File: src/rtl/mem_wb_stage_if.sv
// Bus bundle for mem_wb_stage: execute-stage inputs, data-memory req/ack port, writeback port.
// slave  : the stage's view (consumes upstream/memory responses, drives requests and writeback).
// master : the surrounding pipeline/memory/testbench view.
interface mem_wb_stage_if;
    // upstream (execute stage) side
    logic [7:0]  bundle_in;
    logic [31:0] alu_in;
    logic [31:0] pc_seq_in;
    logic [31:0] store_data_in;
    logic [4:0]  reg_write_dest_in;
    logic        stall_out;
    // data-memory handshake
    logic        dmem_req;
    logic        dmem_we;
    logic [31:0] dmem_addr;
    logic [3:0]  dmem_be;
    logic [31:0] dmem_wdata;
    logic        dmem_ack;
    logic [31:0] dmem_rdata;
    // register-file writeback
    logic        wb_en;
    logic [4:0]  wb_dest;
    logic [31:0] wb_data;
    logic        align_err;

    modport slave (
        input  bundle_in, alu_in, pc_seq_in, store_data_in, reg_write_dest_in,
        input  dmem_ack, dmem_rdata,
        output stall_out,
        output dmem_req, dmem_we, dmem_addr, dmem_be, dmem_wdata,
        output wb_en, wb_dest, wb_data, align_err
    );

    modport master (
        output bundle_in, alu_in, pc_seq_in, store_data_in, reg_write_dest_in,
        output dmem_ack, dmem_rdata,
        input  stall_out,
        input  dmem_req, dmem_we, dmem_addr, dmem_be, dmem_wdata,
        input  wb_en, wb_dest, wb_data, align_err
    );
endinterface

File: src/rtl/mem_wb_stage.sv
// Memory/writeback stage: captures one op per cycle, runs loads/stores over dmem req/ack, emits a one-cycle wb pulse.
// Latency: non-memory op -> wb_en the cycle after the next edge; memory op -> wb_en the cycle after the ack edge.
// Backpressure: stall_out is high for the whole outstanding access; nothing is captured while it is high.
// Ports: clk, reset (async active-low), bus (mem_wb_stage_if.slave: upstream inputs, dmem port, wb port).
// Optional feature macro: MEM_ALIGN_CHECK_EN (misaligned word/half accesses are dropped and flagged on align_err).
module mem_wb_stage (
    input  logic          clk,
    input  logic          reset,
    mem_wb_stage_if.slave bus
);
    typedef enum logic {IDLE = 1'b0, WAIT = 1'b1} state_t;

    state_t      state_q;
    logic [7:0]  bundle_q;
    logic [31:0] alu_q;
    logic [31:0] pc_seq_q;
    logic [31:0] store_data_q;
    logic [4:0]  dest_q;
    logic        pend_q;        // captured non-memory op still owes its writeback
    logic        wb_en_q;
    logic [4:0]  wb_dest_q;
    logic [31:0] wb_data_q;
    logic        align_err_q;

    logic        in_wait;
    logic        in_mem;
    logic        in_misaligned;
    logic [7:0]  ld_byte;
    logic [15:0] ld_half;
    logic [31:0] load_data;
    logic [31:0] wb_data_d;
    logic [3:0]  st_be;
    logic [31:0] st_wdata;
    logic        unused_mem_read;

    // mem_read is only needed to classify the op at capture; a set mem_write wins afterwards
    assign unused_mem_read = bundle_q[1];

    assign in_wait = (state_q == WAIT);
    assign in_mem  = bus.bundle_in[1] | bus.bundle_in[2];

`ifdef MEM_ALIGN_CHECK_EN
    always_comb begin
        in_misaligned = 1'b0;
        case (bus.bundle_in[6:5])
            2'b01:   in_misaligned = bus.alu_in[0];
            2'b10:   in_misaligned = 1'b0;
            default: in_misaligned = |bus.alu_in[1:0];  // word and reserved size
        endcase
    end
`else
    assign in_misaligned = 1'b0;
`endif

    // load lane select and extension
    always_comb begin
        ld_byte   = bus.dmem_rdata[7:0];
        load_data = bus.dmem_rdata;
        case (alu_q[1:0])
            2'd1:    ld_byte = bus.dmem_rdata[15:8];
            2'd2:    ld_byte = bus.dmem_rdata[23:16];
            2'd3:    ld_byte = bus.dmem_rdata[31:24];
            default: ld_byte = bus.dmem_rdata[7:0];
        endcase
        ld_half = alu_q[1] ? bus.dmem_rdata[31:16] : bus.dmem_rdata[15:0];
        case (bundle_q[6:5])
            2'b01:   load_data = {{16{bundle_q[7] & ld_half[15]}}, ld_half};
            2'b10:   load_data = {{24{bundle_q[7] & ld_byte[7]}}, ld_byte};
            default: load_data = bus.dmem_rdata;
        endcase
    end

    assign wb_data_d = bundle_q[4] ? pc_seq_q  :
                       bundle_q[3] ? load_data : alu_q;

    // store lane replication and byte enables
    always_comb begin
        st_be    = 4'hF;
        st_wdata = store_data_q;
        case (bundle_q[6:5])
            2'b01: begin
                st_be    = alu_q[1] ? 4'b1100 : 4'b0011;
                st_wdata = {2{store_data_q[15:0]}};
            end
            2'b10: begin
                st_be    = 4'b0001 << alu_q[1:0];
                st_wdata = {4{store_data_q[7:0]}};
            end
            default: begin
                st_be    = 4'hF;
                st_wdata = store_data_q;
            end
        endcase
    end

    // request outputs come straight from state/capture so an async reset drops them at once
    assign bus.stall_out  = in_wait;
    assign bus.dmem_req   = in_wait;
    assign bus.dmem_we    = in_wait & bundle_q[2];
    assign bus.dmem_addr  = in_wait ? {alu_q[31:2], 2'b00} : 32'h0;
    assign bus.dmem_be    = !in_wait ? 4'h0 : (bundle_q[2] ? st_be : 4'hF);
    assign bus.dmem_wdata = (in_wait & bundle_q[2]) ? st_wdata : 32'h0;

    assign bus.wb_en      = wb_en_q;
    assign bus.wb_dest    = wb_dest_q;
    assign bus.wb_data    = wb_data_q;
    assign bus.align_err  = align_err_q;

    always_ff @(posedge clk or negedge reset) begin
        if (!reset) begin
            state_q      <= IDLE;
            bundle_q     <= 8'h0;
            alu_q        <= 32'h0;
            pc_seq_q     <= 32'h0;
            store_data_q <= 32'h0;
            dest_q       <= 5'h0;
            pend_q       <= 1'b0;
            wb_en_q      <= 1'b0;
            wb_dest_q    <= 5'h0;
            wb_data_q    <= 32'h0;
            align_err_q  <= 1'b0;
        end else begin
            wb_en_q     <= 1'b0;
            align_err_q <= 1'b0;
            case (state_q)
                IDLE: begin
                    // retire the previously captured non-memory op while taking the next one
                    if (pend_q) begin
                        wb_en_q   <= bundle_q[0];
                        wb_dest_q <= dest_q;
                        wb_data_q <= wb_data_d;
                    end
                    bundle_q     <= bus.bundle_in;
                    alu_q        <= bus.alu_in;
                    pc_seq_q     <= bus.pc_seq_in;
                    store_data_q <= bus.store_data_in;
                    dest_q       <= bus.reg_write_dest_in;
                    pend_q       <= 1'b0;
                    if (in_mem && in_misaligned) begin
                        align_err_q <= 1'b1;
                    end else if (in_mem) begin
                        state_q <= WAIT;
                    end else begin
                        pend_q <= 1'b1;
                    end
                end
                WAIT: begin
                    if (bus.dmem_ack) begin
                        state_q   <= IDLE;
                        wb_en_q   <= bundle_q[0];
                        wb_dest_q <= dest_q;
                        wb_data_q <= wb_data_d;
                    end
                end
            endcase
        end
    end
endmodule

File: src/flat_wrapper.sv
// flat-port wrapper written by rule: the top's interface ports become plain ports
module mem_wb_stage_flat 
  (clk, reset, bus_bundle_in, bus_alu_in, bus_pc_seq_in, bus_store_data_in, bus_reg_write_dest_in, bus_dmem_ack, bus_dmem_rdata, bus_stall_out, bus_dmem_req, bus_dmem_we, bus_dmem_addr, bus_dmem_be, bus_dmem_wdata, bus_wb_en, bus_wb_dest, bus_wb_data, bus_align_err);
  mem_wb_stage_if bus_i ();
  input  logic clk;
  input  logic reset;
  input wire logic [$bits(bus_i.bundle_in)-1:0] bus_bundle_in;
  input wire logic [$bits(bus_i.alu_in)-1:0] bus_alu_in;
  input wire logic [$bits(bus_i.pc_seq_in)-1:0] bus_pc_seq_in;
  input wire logic [$bits(bus_i.store_data_in)-1:0] bus_store_data_in;
  input wire logic [$bits(bus_i.reg_write_dest_in)-1:0] bus_reg_write_dest_in;
  input wire logic [$bits(bus_i.dmem_ack)-1:0] bus_dmem_ack;
  input wire logic [$bits(bus_i.dmem_rdata)-1:0] bus_dmem_rdata;
  output wire logic [$bits(bus_i.stall_out)-1:0] bus_stall_out;
  output wire logic [$bits(bus_i.dmem_req)-1:0] bus_dmem_req;
  output wire logic [$bits(bus_i.dmem_we)-1:0] bus_dmem_we;
  output wire logic [$bits(bus_i.dmem_addr)-1:0] bus_dmem_addr;
  output wire logic [$bits(bus_i.dmem_be)-1:0] bus_dmem_be;
  output wire logic [$bits(bus_i.dmem_wdata)-1:0] bus_dmem_wdata;
  output wire logic [$bits(bus_i.wb_en)-1:0] bus_wb_en;
  output wire logic [$bits(bus_i.wb_dest)-1:0] bus_wb_dest;
  output wire logic [$bits(bus_i.wb_data)-1:0] bus_wb_data;
  output wire logic [$bits(bus_i.align_err)-1:0] bus_align_err;
  assign bus_i.bundle_in = bus_bundle_in;
  assign bus_i.alu_in = bus_alu_in;
  assign bus_i.pc_seq_in = bus_pc_seq_in;
  assign bus_i.store_data_in = bus_store_data_in;
  assign bus_i.reg_write_dest_in = bus_reg_write_dest_in;
  assign bus_i.dmem_ack = bus_dmem_ack;
  assign bus_i.dmem_rdata = bus_dmem_rdata;
  assign bus_stall_out = bus_i.stall_out;
  assign bus_dmem_req = bus_i.dmem_req;
  assign bus_dmem_we = bus_i.dmem_we;
  assign bus_dmem_addr = bus_i.dmem_addr;
  assign bus_dmem_be = bus_i.dmem_be;
  assign bus_dmem_wdata = bus_i.dmem_wdata;
  assign bus_wb_en = bus_i.wb_en;
  assign bus_wb_dest = bus_i.wb_dest;
  assign bus_wb_data = bus_i.wb_data;
  assign bus_align_err = bus_i.align_err;
  mem_wb_stage u_core (.clk(clk), .reset(reset), .bus(bus_i));
endmodule
File: config.mk
export PLATFORM = sky130hd
export DESIGN_NAME = mem_wb_stage_flat
export DESIGN_NICKNAME = d
export VERILOG_FILES = /design/src/rtl/mem_wb_stage_if.sv /design/src/rtl/mem_wb_stage.sv /design/src/flat_wrapper.sv
export SDC_FILE = /design/constraint.sdc
export NUM_CORES = 1
export LEC_CHECK = 0
export CAP_MARGIN = 20
export CORE_UTILIZATION = 40
export CTS_BUF_LIST = sky130_fd_sc_hd__clkbuf_4
export DETAILED_ROUTE_END_ITERATION = 8
export PLACE_DENSITY = 0.69
export SYNTH_ARGS = -nofsm -noshare
export SYNTH_HDL_FRONTEND = slang
export SYNTH_SLANG_ARGS = --single-unit
export TNS_END_PERCENT = 100
File: constraint.sdc
create_clock -name clk -period 2.8 [get_ports clk]
set_input_delay 0.28 -clock clk [delete_from_list [all_inputs] [get_ports clk]]
set_output_delay 0.28 -clock clk [all_outputs]
set_load 0.02 [all_outputs]
# Word-level counts from Yosys, hierarchy flattened
# Cells that the tools add are included.
word_totals:
  register_bits: 149
  output_inout_bits: 110
  in_bits: 144
  elab_cells: 49
classes:
  shifts: 1
  eq_ne: 7
  n_bitwise: 5
  reduce_logical: 1
  muxes: 25
op_table:
  columns: ["op", "count"]
  rows:
  - ["32-bit 2-to-1 mux", 6]
  - ["32-bit case mux with 2 select lines", 3]
  - ["8-bit case mux with 3 select lines", 1]
  - ["16-bit 2-to-1 mux", 1]
  - ["4-bit 2-to-1 mux", 3]
  - ["5-bit 2-to-1 mux", 2]
  - ["5-bit case mux with 2 select lines", 1]
  - ["4-bit case mux with 2 select lines", 1]
  - ["2-bit == test, second input constant", 3]
  - ["1-bit 2-to-1 mux", 5]
  - ["2-bit by 1-bit == test with 1-bit output, second input constant", 2]
  - ["1-bit case mux with 2 select lines", 2]
  - ["1-bit by 2-bit << shifter with 4-bit output, first input constant", 1]
  - ["1-bit AND", 3]
  - ["2-bit by 1-bit inequality test with 1-bit output, second input constant", 1]
  - ["2-bit inequality test, second input constant", 1]
  - ["2-bit AND reduction", 1]
  - ["1-bit inverter", 1]
  - ["1-bit bitwise OR", 1]

# Logic depth before layout (Yosys ltp)
# Gate-level depths: netlist of run 1.
logic_depth:
  ltp_word: 8
  depth_mapped: 8
  depth_no_buf: 6

# Least setup slack after synthesis of run 1
# OpenSTA, ideal clock, no wires.
synth_timing:
  path_kind: "register to output"
  from: "register u_core.bundle_q[5]"
  to: "output bus_dmem_wdata[16]"
  stages_incl_launch_ff: 8
  setup_slack_ps: 748
  arrival_time_ps: 1772
  path_buffers: 3
  cell_sequence: "dfrtp_1 -> inv_1 -> ha_1 -> buf_2 -> clkbuf_1 -> clkbuf_1 -> a22oi_1 -> nor2_1"
synth_between:
  elab_chain_len: 3
  elab_cells_between_ends: 4
  cone_classes: "2 x eq/ne; 2 x mux"
synth_lines:
  columns: ["element", "line", "text"]
  rows:
  - ["from (decl)", "mem_wb_stage.sv:14", "logic [7:0] bundle_q;"]
  - ["from (signal assigned)", "mem_wb_stage.sv:133", "bundle_q <= bus.bundle_in;"]
  - ["2-bit == test or 2-bit by 1-bit == test with 1-bit output (tied branches)", "mem_wb_stage.sv:80", "case (bundle_q[6:5])"]
  - ["32-bit case mux with 2 select lines (*)", "mem_wb_stage.sv:80", null]
  - ["32-bit 2-to-1 mux (*)", "mem_wb_stage.sv:102", "assign bus.dmem_wdata = (in_wait & bundle_q[2]) ? st_wdata : 32'h0;"]
  - ["to (decl)", "flat_wrapper.sv:19", "output wire logic [$bits(bus_i.dmem_wdata)-1:0] bus_dmem_wdata;"]
# Mark *: on every way between the ends. The rest lies on a longest branch, timed or not.

# Final worst setup path of run 1
layout_timing:
  from: "register u_core.state_q, in the netlist u_core.bus.dmem_req"
  to: "output bus_dmem_addr[3]"
layout_between:
  elab_chain_len: 1
layout_lines:
  columns: ["element", "line", "text"]
  rows:
  - ["from (decl)", "mem_wb_stage.sv:13", "state_t state_q;"]
  - ["from (signal assigned)", "mem_wb_stage.sv:111", "state_q <= IDLE;"]
  - ["from (signal assigned)", "mem_wb_stage.sv:142", "state_q <= WAIT;"]
  - ["from (signal assigned)", "mem_wb_stage.sv:149", "state_q <= IDLE;"]
  - ["32-bit 2-to-1 mux", "mem_wb_stage.sv:100", "assign bus.dmem_addr = in_wait ? {alu_q[31:2], 2'b00} : 32'h0;"]
  - ["to (decl)", "flat_wrapper.sv:17", "output wire logic [$bits(bus_i.dmem_addr)-1:0] bus_dmem_addr;"]
# Every way passes these cells.

==> results of run 1 <==
worst reg2reg max path, cell delays in order, from the launching register on:
cell	delay, ns
dfrtp_1	0.40
inv_1	0.08
ha_4	0.30
buf_4	0.14
buf_4	0.31
nor2b_1	0.15
buf_4	0.19
a31oi_1	0.19
o2111a_1	0.26
o22ai_1	0.09
routing by layer:
metal,track usage,vias up,wire length [µm]
met5,0,-,0
met4,0.0729,0,372
met3,0.0779,28,1850
met2,0.390,226,10800
met1,0.312,3188,9700
li1,-,3062,-
timing repair:
| action | CTS | global route |
|---|---|---|
| pin swaps | 0 | 1 |
| resized for setup | 34 | 4 |
| endpoints found under the setup margin | 28 | 18 |
| buffers inserted | 1 | 1 |
| endpoints found under the hold margin | 59 | 0 |
| hold buffers | 1 | 0 |
synth_stat cells (2+ instances only):
library cell and count:
a21o_1 9, buf_1 3, a22oi_1 15, and2_1 32, o211ai_1 7, buf_2 24
a221o_1 7, o21a_1 7, nor3_1 22, a21boi_0 4, a21oi_1 49, a31oi_1 14
nor2b_1 11, mux2_2 109, buf_4 8, o21ai_0 28, nand2b_1 4, nand2_1 34
and3b_1 7, mux2i_1 7, inv_1 9, nor2_1 81, a211o_1 9, o2111a_1 8
and3_1 18, dfrtp_1 148, nand3_1 3, clkbuf_1 26, o22ai_1 8, nand3b_1 2
ha_1 2
power breakdown:
| part | leakage, nW | total [W] | switching [W] | internal [W] |
|---|---|---|---|---|
| combinational | 2.68 | 0.00334 | 0.00170 | 0.00163 |
| sequential | 1.72 | 0.00307 | 0.000438 | 0.00264 |
| clock | 0.130 | 0.00132 | 0.000866 | 0.000458 |
| total | 4.53 | 0.00774 | 0.00301 | 0.00473 |
sequential cells by signal (all words and copies together), names as in the netlist:
register	count
u_core.alu_q	32
u_core.pc_seq_q	32
u_core.bus.wb_dest	5
u_core.bus.wb_data	32
u_core.dest_q	5
u_core.bundle_q	7
u_core.bus.wb_en	1
u_core.bus.dmem_req	1
u_core.pend_q	1
u_core.store_data_q	32
placed cells by master, fill, tap and decap left out, types with 17 or more instances in the layout:
cell type | synthesis | layout
clkdlybuf4s50_1 | 0 | 221
dfrtp_1 | 148 | 145
mux2_2 | 109 | 109
nor2_1 | 81 | 81
a21oi_1 | 49 | 49
nand2_1 | 34 | 33
and2_1 | 32 | 32
o21ai_0 | 28 | 28
dlygate4sd2_1 | 0 | 27
nor3_1 | 22 | 22
buf_4 | 8 | 19
and3_1 | 18 | 18
clkbuf_4 | 0 | 17
cell type report:
class,instances,area [µm²]
fill,1655,8080
multi-input combinational,511,3630
timing repair buffer,274,2680
clock inverter,15,148
tap,234,293
antenna,2,5.00
inverter,9,37.5
clock buffer,17,128
sequential,148,3710
worst max path at each step:
stage,from,end,slack (ns),cells past startpoint
6_report,u_core.bus.dmem_req,bus_dmem_addr[3],0.20,3
5_1_grt,u_core.bundle_q[6],bus_dmem_wdata[22],0.02,9
4_1_cts,u_core.bus.dmem_req,bus_dmem_wdata[7],0.02,3
3_5_place_dp,u_core.bundle_q[5],bus_dmem_wdata[9],0.24,7
3_3_place_gp,u_core.bundle_q[5],bus_dmem_wdata[9],0.27,7
2_1_floorplan,u_core.bundle_q[5],bus_dmem_wdata[16],0.75,7
logic make-up after synthesis:
group                      count (synthesis)
adders and majority gates                  2
other                                      1
AOI/OAI and AO/OA                        173
muxes                                    118
buffers and inverters                     70
and+or+nand+nor                          215
DFF                                      148
metrics by stage:
step                      total power (W)   util  hold slack [ns]  setup WS (ns)
after CTS                         0.00779  0.567            0.229         0.0196
final                             0.00774  0.568            0.269          0.199
after global routing              0.00822  0.568            0.231         0.0217
after detailed placement          0.00646  0.552            0.307          0.242
after floorplan                   0.00495      -          -0.0156          0.748
after global placement            0.00642  0.552            0.308          0.269
==> key figures, run 1 <==
Critical path
  – Worst R2R Path Depth: 9
  – Bufs and invs on worst path: 2
  – Crit path largest cell delay: 0.62 ns
  – WS Path Type: flop to output pin
  – Type of origin of the critical path: flop
  – Worst Path Max Fanout: 32
  – Cells along the critical path: buf_4, and2_1, clkdlybuf4s50_1
  – R2R Path End: u_core.bus.wb_data[13]
  – Setup crit end kind: output pin
  – Arrival time worst endpoint: 2.32 ns
  – Reg-to-reg startpoint: u_core.bundle_q[5]
  – Reg-to-reg slack, setup: 0.60 ns
  – CP required: 2.52 ns
  – Delay-heaviest family, CP: buffers and inverters
  – Critical-path top delay cell: clkdlybuf4s50_1

Timing
  – Rel. slew slack: 0.328
  – Hold Vio Cnt, Final: 0
  – Slew @ Worst Pin: 1.01 ns
  – Setup_tns: 0 ns
  – Max Clock Freq: 384 MHz
  – RSZ-0062 raised after global routing: no
  – Final Critical Period: 2.60 ns
  – Final Max Slew Viols: 0
  – Final setup violating endpoints: 0
  – Tcrit/Tclk final: 0.929
  – Worst Clk Skew: 0.0209 ns

Pwr
  – Worst vdd ir: 301 µV
  – Lkg Pwr: 4.53 nW
  – PD cells: 728 mW/mm²

Min path
  – Hold WC Path Type: primary input to async pin

Drt
  – Final wirelength: 22,800 µm
  – Number of vias per cell: 5.38
  – Vias: 6,504
  – Drt initial violations: 345
  – Antenna Nets Post-Route: 0
  – Initial DRT Pass Iterations: 7
  – Post-route DRC: 0
  – WL/cell: 18.8 µm

Synthesis
  – Largest family of logic cells by synthesized area: multiplexers
  – Synth warnings: 0
  – Synth Register Bits: 148
  – Distinct cells, synth: 43
  – Post-synthesis simple-gate area fraction: 0.137
  – Seq/Total Area, Yosys: 0.486
  – Largest area contributor in the netlist: dfrtp_1
  – Cells after synthesis: 727
  – Largest cells by area after synthesis: dfrtp_1, mux2_2, nor2_1, a21oi_1, and2_1
  – Yosys top cell area share: 0.486
  – Avg Cell Area, Syn: 10.5 µm²
  – Adder-Cell Fraction of Synth Area: 0.00329
  – Mux contribution to synthesized area: 0.174
  – Synth Area in XOR/XNOR: 0
  – Compound-Gate Fraction of Synth Area: 0.156
  – Post-Syn Area: 0.00761 mm²
  – Fraction of registers with async set/reset: 1.00
  – Commonest register cell after synthesis: dfrtp_1
  – Post-synth EDFFs: 0

Placed design
  – IO buf count: 250
  – Post-DP HPWL: 16,500 µm
  – Placed inst area: 0.0103 mm²
  – Placer congestion estimate: 0.809
  – Post-Place Cells: 1,173

Clock network
  – Inserted Clock Buffers: 17
  – CTS max path bufs: 2
  – Clk_lat worst skew: 0.57 ns
  – H-Tree Depth: 4
  – CTS tree: built
  – CTS sink count: 148
  – Worst-path clk slew: 0.13 ns
  – Root Driver: clkbuf_4

GRT
  – GR Overflow Total: 0
  – Largest net degree at the start of global routing: 77
  – Initial antenna violation count: 2
  – First-pass GRT wire length: 36,300 µm
  – Vias in the first global route: 6,426
  – GRT Total Usage: 0.243

Die
  – IO Pins: 254
  – Die width: 140 µm
  – Initial cell density of the core: 0.407
  – Chip height: 140 µm
  – Core area: 0.0187 mm²
  – Num rows: 50
  – Die area: 0.0196 mm²

Final layout
  – Final Cell Area: 0.0106 mm²
  – Non-filler cells, final: 1,210
  – Nets: 1,107
  – Layout cells sized above 1: 0.187
  – Synth-to-Final Area Change: 39.6%

Outcome
  – Status: completed

Run
  – Max cap viols: 0
No activity file was read; power rests on OpenSTA's default activity.
==> inputs of run 2 (changes only) <==
Settings changed: CORE_MARGIN set to 3, GPL_ROUTABILITY_DRIVEN set to 0.
==> run 2 against run 1 <==
  * Fmax fell by 1.1%
  * First-iteration DRC count grew 34%
  * Critical path depth is the same
  * Count of clock-buffer cells in the layout unchanged
  * Sequential cell count did not move
  * Worst setup slack worse by 0.029 ns
  * Via count is 1.1% lower
  * Wire length is 2.1% higher
  * Final area hardly changed
==> key figures, run 2 (synthesized netlist as in run 1, its figures left out) <==
Outcome
  – Status: completed (unchanged)

Final layout
  – Commonest non-fill, non-tap cell in the layout: clkdlybuf4s50_1 (unchanged)
  – Layout cells sized above 1: 0.188 (was 0.187)
  – Nets: 1,107 (unchanged)
  – Final Core Density: 0.580 (was 0.568)
  – Synth-to-Final Area Change: 39.7% (was 39.6%)
  – Commonest cells after routing, fill and taps aside: clkdlybuf4s50_1, dfrtp_1, mux2_2 (unchanged)

Pwr
  – PD cells: 736 mW/mm² (was 728 mW/mm²)
  – Worst vdd ir: 468 µV (was 301 µV)
  – Design Power: 0.00783 W (was 0.00774 W)
  – Lkg Pwr: 4.56 nW (was 4.53 nW)

Critical path
  – Worst Path Max Fanout: 47 (was 32)
  – Critical-path top delay cell: clkdlybuf4s50_1 (unchanged)
  – Type of origin of the critical path: flop (unchanged)
  – Crit path largest cell delay: 0.62 ns (about the same)
  – CP required: 2.52 ns (about the same)
  – Cells along the critical path: buf_4, and2_1, clkdlybuf4s50_1 (unchanged)
  – Setup crit end kind: output pin (unchanged)
  – WS Path Type: flop to output pin (unchanged)
  – Arrival time worst endpoint: 2.35 ns (was 2.32 ns)

Run
  – Max cap viols: 0 (unchanged)

Drt
  – Vias: 6,430 (was 6,504)
  – Antenna Nets Post-Route: 0 (unchanged)
  – WL/cell: 19.3 µm (was 18.8 µm)
  – Number of vias per cell: 5.33 (was 5.38)
  – Drt initial violations: 464 (was 345)
  – Post-route DRC: 0 (unchanged)
  – Initial DRT Pass Iterations: 5 (was 7)
  – Final wirelength: 23,200 µm (was 22,800 µm)

Die
  – Initial cell density of the core: 0.415 (was 0.407)
  – Die area: 0.0207 mm² (was 0.0196 mm²)
  – Core area: 0.0183 mm² (was 0.0187 mm²)
  – Num rows: 49 (was 50)
  – Die width: 144 µm (was 140 µm)
  – IO Pins: 254 (unchanged)
  – Chip height: 144 µm (was 140 µm)

Clock network
  – Inserted Clock Buffers: 17 (unchanged)
  – CTS tree: built (unchanged)
  – CTS max path bufs: 2 (unchanged)
  – Clk_lat worst skew: 0.55 ns (was 0.57 ns)
  – Root Driver: clkbuf_4 (unchanged)
  – Worst-path clk slew: 0.13 ns (about the same)
  – H-Tree Depth: 4 (unchanged)
  – CTS sink count: 148 (unchanged)

Timing
  – Max Clock Freq: 380 MHz (was 384 MHz)
  – Rel. slew slack: 0.341 (was 0.328)
  – Setup_tns: 0 ns (unchanged)
  – Final Critical Period: 2.63 ns (was 2.60 ns)
  – Worst Clk Skew: 0.0266 ns (was 0.0209 ns)
  – Tcrit/Tclk final: 0.939 (was 0.929)
  – Final Max Slew Viols: 0 (unchanged)
  – Slew @ Worst Pin: 0.989 ns (was 1.01 ns)
  – Final setup violating endpoints: 0 (unchanged)
  – Final hold slack: 0.243 ns (was 0.269 ns)
  – Post-layout worst setup margin: 0.170 ns (was 0.199 ns)
  – Hold Vio Cnt, Final: 0 (unchanged)
  – RSZ-0062 raised after global routing: no (unchanged)

Placed design
  – Worst slack, placed: 0.382 ns (was 0.242 ns)
  – IO buf count: 250 (unchanged)
  – Post-DP HPWL: 17,100 µm (was 16,500 µm)

GRT
  – Initial antenna violation count: 1 (was 2)
  – First-pass GRT wire length: 35,500 µm (was 36,300 µm)
  – Largest net degree at the start of global routing: 81 (was 77)
  – GRT Total Usage: 0.221 (was 0.243)
  – GR Overflow Total: 0 (unchanged)
  – Vias in the first global route: 6,346 (was 6,426)

Min path
  – Hold WC Path Type: primary input to async pin (unchanged)
-- run 2: path summary, 6_finish.rpt --
path,from,end,slack (ns),cells after the start
max,u_core.bus.dmem_req,bus_dmem_addr[23],0.17,3
min,reset,u_core.bus.dmem_req,0.24,2
max reg2reg,u_core.bundle_q[5],u_core.bus.wb_data[30],0.48,8
min reg2reg,u_core.dest_q[4],u_core.bus.wb_dest[4],0.49,2
max in group asynchronous,reset,u_core.bus.wb_data[24],1.78,3
min in group clk,bus_dmem_rdata[6],u_core.bus.wb_data[6],0.29,3
-- run 2: final cells by class --
type / count / area [µm²]
Fill cell: 1637 / 7690
Sequential cell: 148 / 3710
Multi-Input combinational cell: 511 / 3630
Timing Repair Buffer: 274 / 2680
Tap cell: 229 / 287
Clock inverter: 15 / 169
Clock buffer: 17 / 128
Inverter: 9 / 33.8
Antenna cell: 3 / 7.51
-- run 2: routing by layer --
layer,global-route usage,vias to the layer above,part of all wire
met3,0.0698,23,0.092
met2,0.341,265,0.46
met5,0,-,0
met1,0.309,3077,0.43
met4,0.0431,0,0.015
li1,-,3065,-
-- run 2: metrics by stage --
step	instance area [µm²]	cells
floorplan	7620	729
global placement	10300	1170
detailed placement	10300	1170
CTS	10600	1203
global route	10600	1205
finish	10600	1206
-- run 2: worst max-delay path: cells and delay by family, from the launching register on --
kind / cells / cell delay (ns)
AND/OR/NAND/NOR: 1 / 0.20
buffers and inverters: 2 / 1.05
flip-flops: 1 / 0.54
-- run 2: what timing repair did --
item | 4_1_cts | 5_1_grt
setup buffers | 0 | 0
cloned | 0 | 0
endpoints found under the hold margin | 54 | 0
gates resized for setup | 30 | 9
endpoints found under the setup margin | 28 | 11
hold buffers | 1 | 0
-- run 2: power breakdown --
| group | internal, W | total (W) | switching (W) |
|---|---|---|---|
| clock network | 0.000553 | 0.00143 | 0.000872 |
| registers | 0.00264 | 0.00309 | 0.000450 |
| logic | 0.00163 | 0.00332 | 0.00169 |
==> inputs of run 3 (changes only) <==
Settings changed: TNS_END_PERCENT 100 to 30.
==> results of run 3 <==
The final DEF is identical to that of run 2; final timing and power are the same.
==> RTL change (settings of run 3) <==
Add a define of `MEM_ALIGN_CHECK_EN`.
--- a/src/rtl/mem_wb_stage.sv
+++ b/src/rtl/mem_wb_stage.sv
@@ -4,4 +4,6 @@
 // Ports: clk, reset (async active-low), bus (mem_wb_stage_if.slave: upstream inputs, dmem port, wb port).
 // Optional feature macro: MEM_ALIGN_CHECK_EN (misaligned word/half accesses are dropped and flagged on align_err).
+`define MEM_ALIGN_CHECK_EN
+
 module mem_wb_stage (
     input  logic          clk,
Check against the original RTL: not equivalent (a bounded check fails within 4 cycles, from zero or initial values and one cycle with reset low).
==> RTL change against run 3 <==
  * Global-route usage shrank 0.18 points
  * Sequential cell count grew 1
  * Wire length shrank 0.13%
  * Power grew 6.9%
  * Worst setup slack gained 0.010 ns
  * Final cell count grew 0.91%
  * Synthesized area grew 0.77%
  * Core utilization shrank 0.78 points
  * Cell area grew 1.0%
  * Highest routed layer unchanged
==> RTL change: results (changes against run 3) <==
The run finished with clean final reports. The share of the synthesized area in compound gates (AO/OA/AOI/OAI) is 14.4% (-1.2 points). The total wirelength of the detailed-routed design is 23,200 µm (-0.13%).

By area the synthesized netlist is led by sky130_fd_sc_hd__dfrtp_1 49%, sky130_fd_sc_hd__mux2_2 16%, sky130_fd_sc_hd__nor2_1 4.4%, sky130_fd_sc_hd__a21oi_1 3.1%, sky130_fd_sc_hd__and2_1 2.6%. The worst slack at placement is 0.328 ns (-0.0537 ns). The routed metal-1 wire length came out at 10,300 µm (+1.7%). The post-synthesis cell type count is 41 (-4.7%). The static leakage is 0.00476 µW (+4.4%). Sorting the synthesized cells by how often they occur yields 149 x sky130_fd_sc_hd__dfrtp_1, 109 x sky130_fd_sc_hd__mux2_2, 90 x sky130_fd_sc_hd__nor2_1, 48 x sky130_fd_sc_hd__a21oi_1, 32 x sky130_fd_sc_hd__and2_1. The multiplexer area fraction after synthesis came out at 17.4% (about the same). The largest driver fanout on the critical path is 13 (-72%).

The overall global routing resource usage is 21.9% (-0.18 points). The detail-routed via count per cell is 5.36 (+0.62%). The share of cells above drive strength 1 came out at 18.3% (-0.50 points). The fraction of the mapped netlist area in adder cells came out at 0.489% (+0.16 points). The violation count after the first detailed-route iteration is 311 (-33%). The maximum number of pins on one net before global-route repair is 70 (-14%). The final net count is 1,113 (+0.54%).

The total via count in the routed design came to 6,529 (+1.5%). The worst slew margin relative to its limit is 40.4% (+6.4 points). The sequential-cell power consumption is 3250 µW (+5%).

The met1 usage in global routing came to 30.5% (-0.41 points). Among all stages on the critical path, the largest delay is contributed by sky130_fd_sc_hd__dfrtp_1. The met3 wirelength from detailed routing is 1910 µm (-11%). The wire length of the first global-routing pass came out at 35,700 µm (+0.53%). The register-to-register setup slack is 0.51 ns (+0.03 ns). The HPWL reported at the end of detailed placement is 16,800 µm (-2.2%). The post-synthesis cell count is 734 (+0.96%). The sum of met2 wire segment lengths after detailed routing is 10,500 µm (-1.7%). The delay of the slowest critical-path stage is 0.39 ns (-0.23 ns).

The met3 capacity usage during global routing came out at 7.08% (+0.099 points). The largest vdd supply drop is 423 µV (-9.5%). The post-route minimum period is 2.62 ns (-0.00999 ns). The maximum clock skew at final layout is 0.0210 ns (-0.00562 ns). The instance count after placement with tap cells included came out at 1,178 (+0.68%). The count of input and output buffers is 251 (+0.40%).
==> RTL change: cell count changes after synthesis, sizes merged, moves of 2 or more <==
cell,change
nor2,+8
a211o,+7
o21a,-7
and3,+8
nor2b,-2
and2b,+2
nand2,-6
o21ai,+2
o211ai,-7
a21o,-7
nor3,+7
==> RTL change: through the flow <==
stage | hold slack [ns] | setup TNS, ns | util, % | cell area (µm²) | power, µW
after CTS | 0.250 | -0.340 | 57.0 | 10700 | 8430
final | 0.291 | 0 | 57.3 | 10700 | 8370
after detailed placement | 0.334 | 0 | 55.4 | 10400 | 7080
after floorplan | -0.0156 | 0 | - | 7680 | 5400
after global placement | 0.336 | 0 | 55.4 | 10400 | 7040
after global routing | 0.261 | 0 | 57.2 | 10700 | 8930
==> RTL change: final cells by class <==
class,count,area (µm²)
fill,1711,8020
sequential,149,3730
multi-input combinational,516,3660
timing repair buffer,272,2730
tap,234,293
clock inverter,15,146
clock buffer,17,128
inverter,10,41.3
antenna,4,10.0
==> RTL change: repair_timing <==
action / CTS / global route
resized for setup: 22 / 15
setup buffers: 2 / 0
endpoints found under the hold margin: 67 / 0
setup endpoints to repair: 28 / 26
pin swaps: 0 / 0
hold buffers: 1 / 0
==> RTL change: path summary, 6_finish.rpt <==
kind / end / cells after the start
max: bus_dmem_wdata[30] / 7
min: u_core.store_data_q[17]$_DFFE_PN0N_ / 2
max reg2reg: u_core.bus.wb_data[1]$_DFFE_PN0P_ / 7
min reg2reg: u_core.bus.wb_dest[1]$_DFFE_PN0P_ / 2
max in group asynchronous: u_core.bundle_q[4]$_DFFE_PN0N_ / 3
min in group clk: u_core.bus.wb_data[6]$_DFFE_PN0P_ / 3
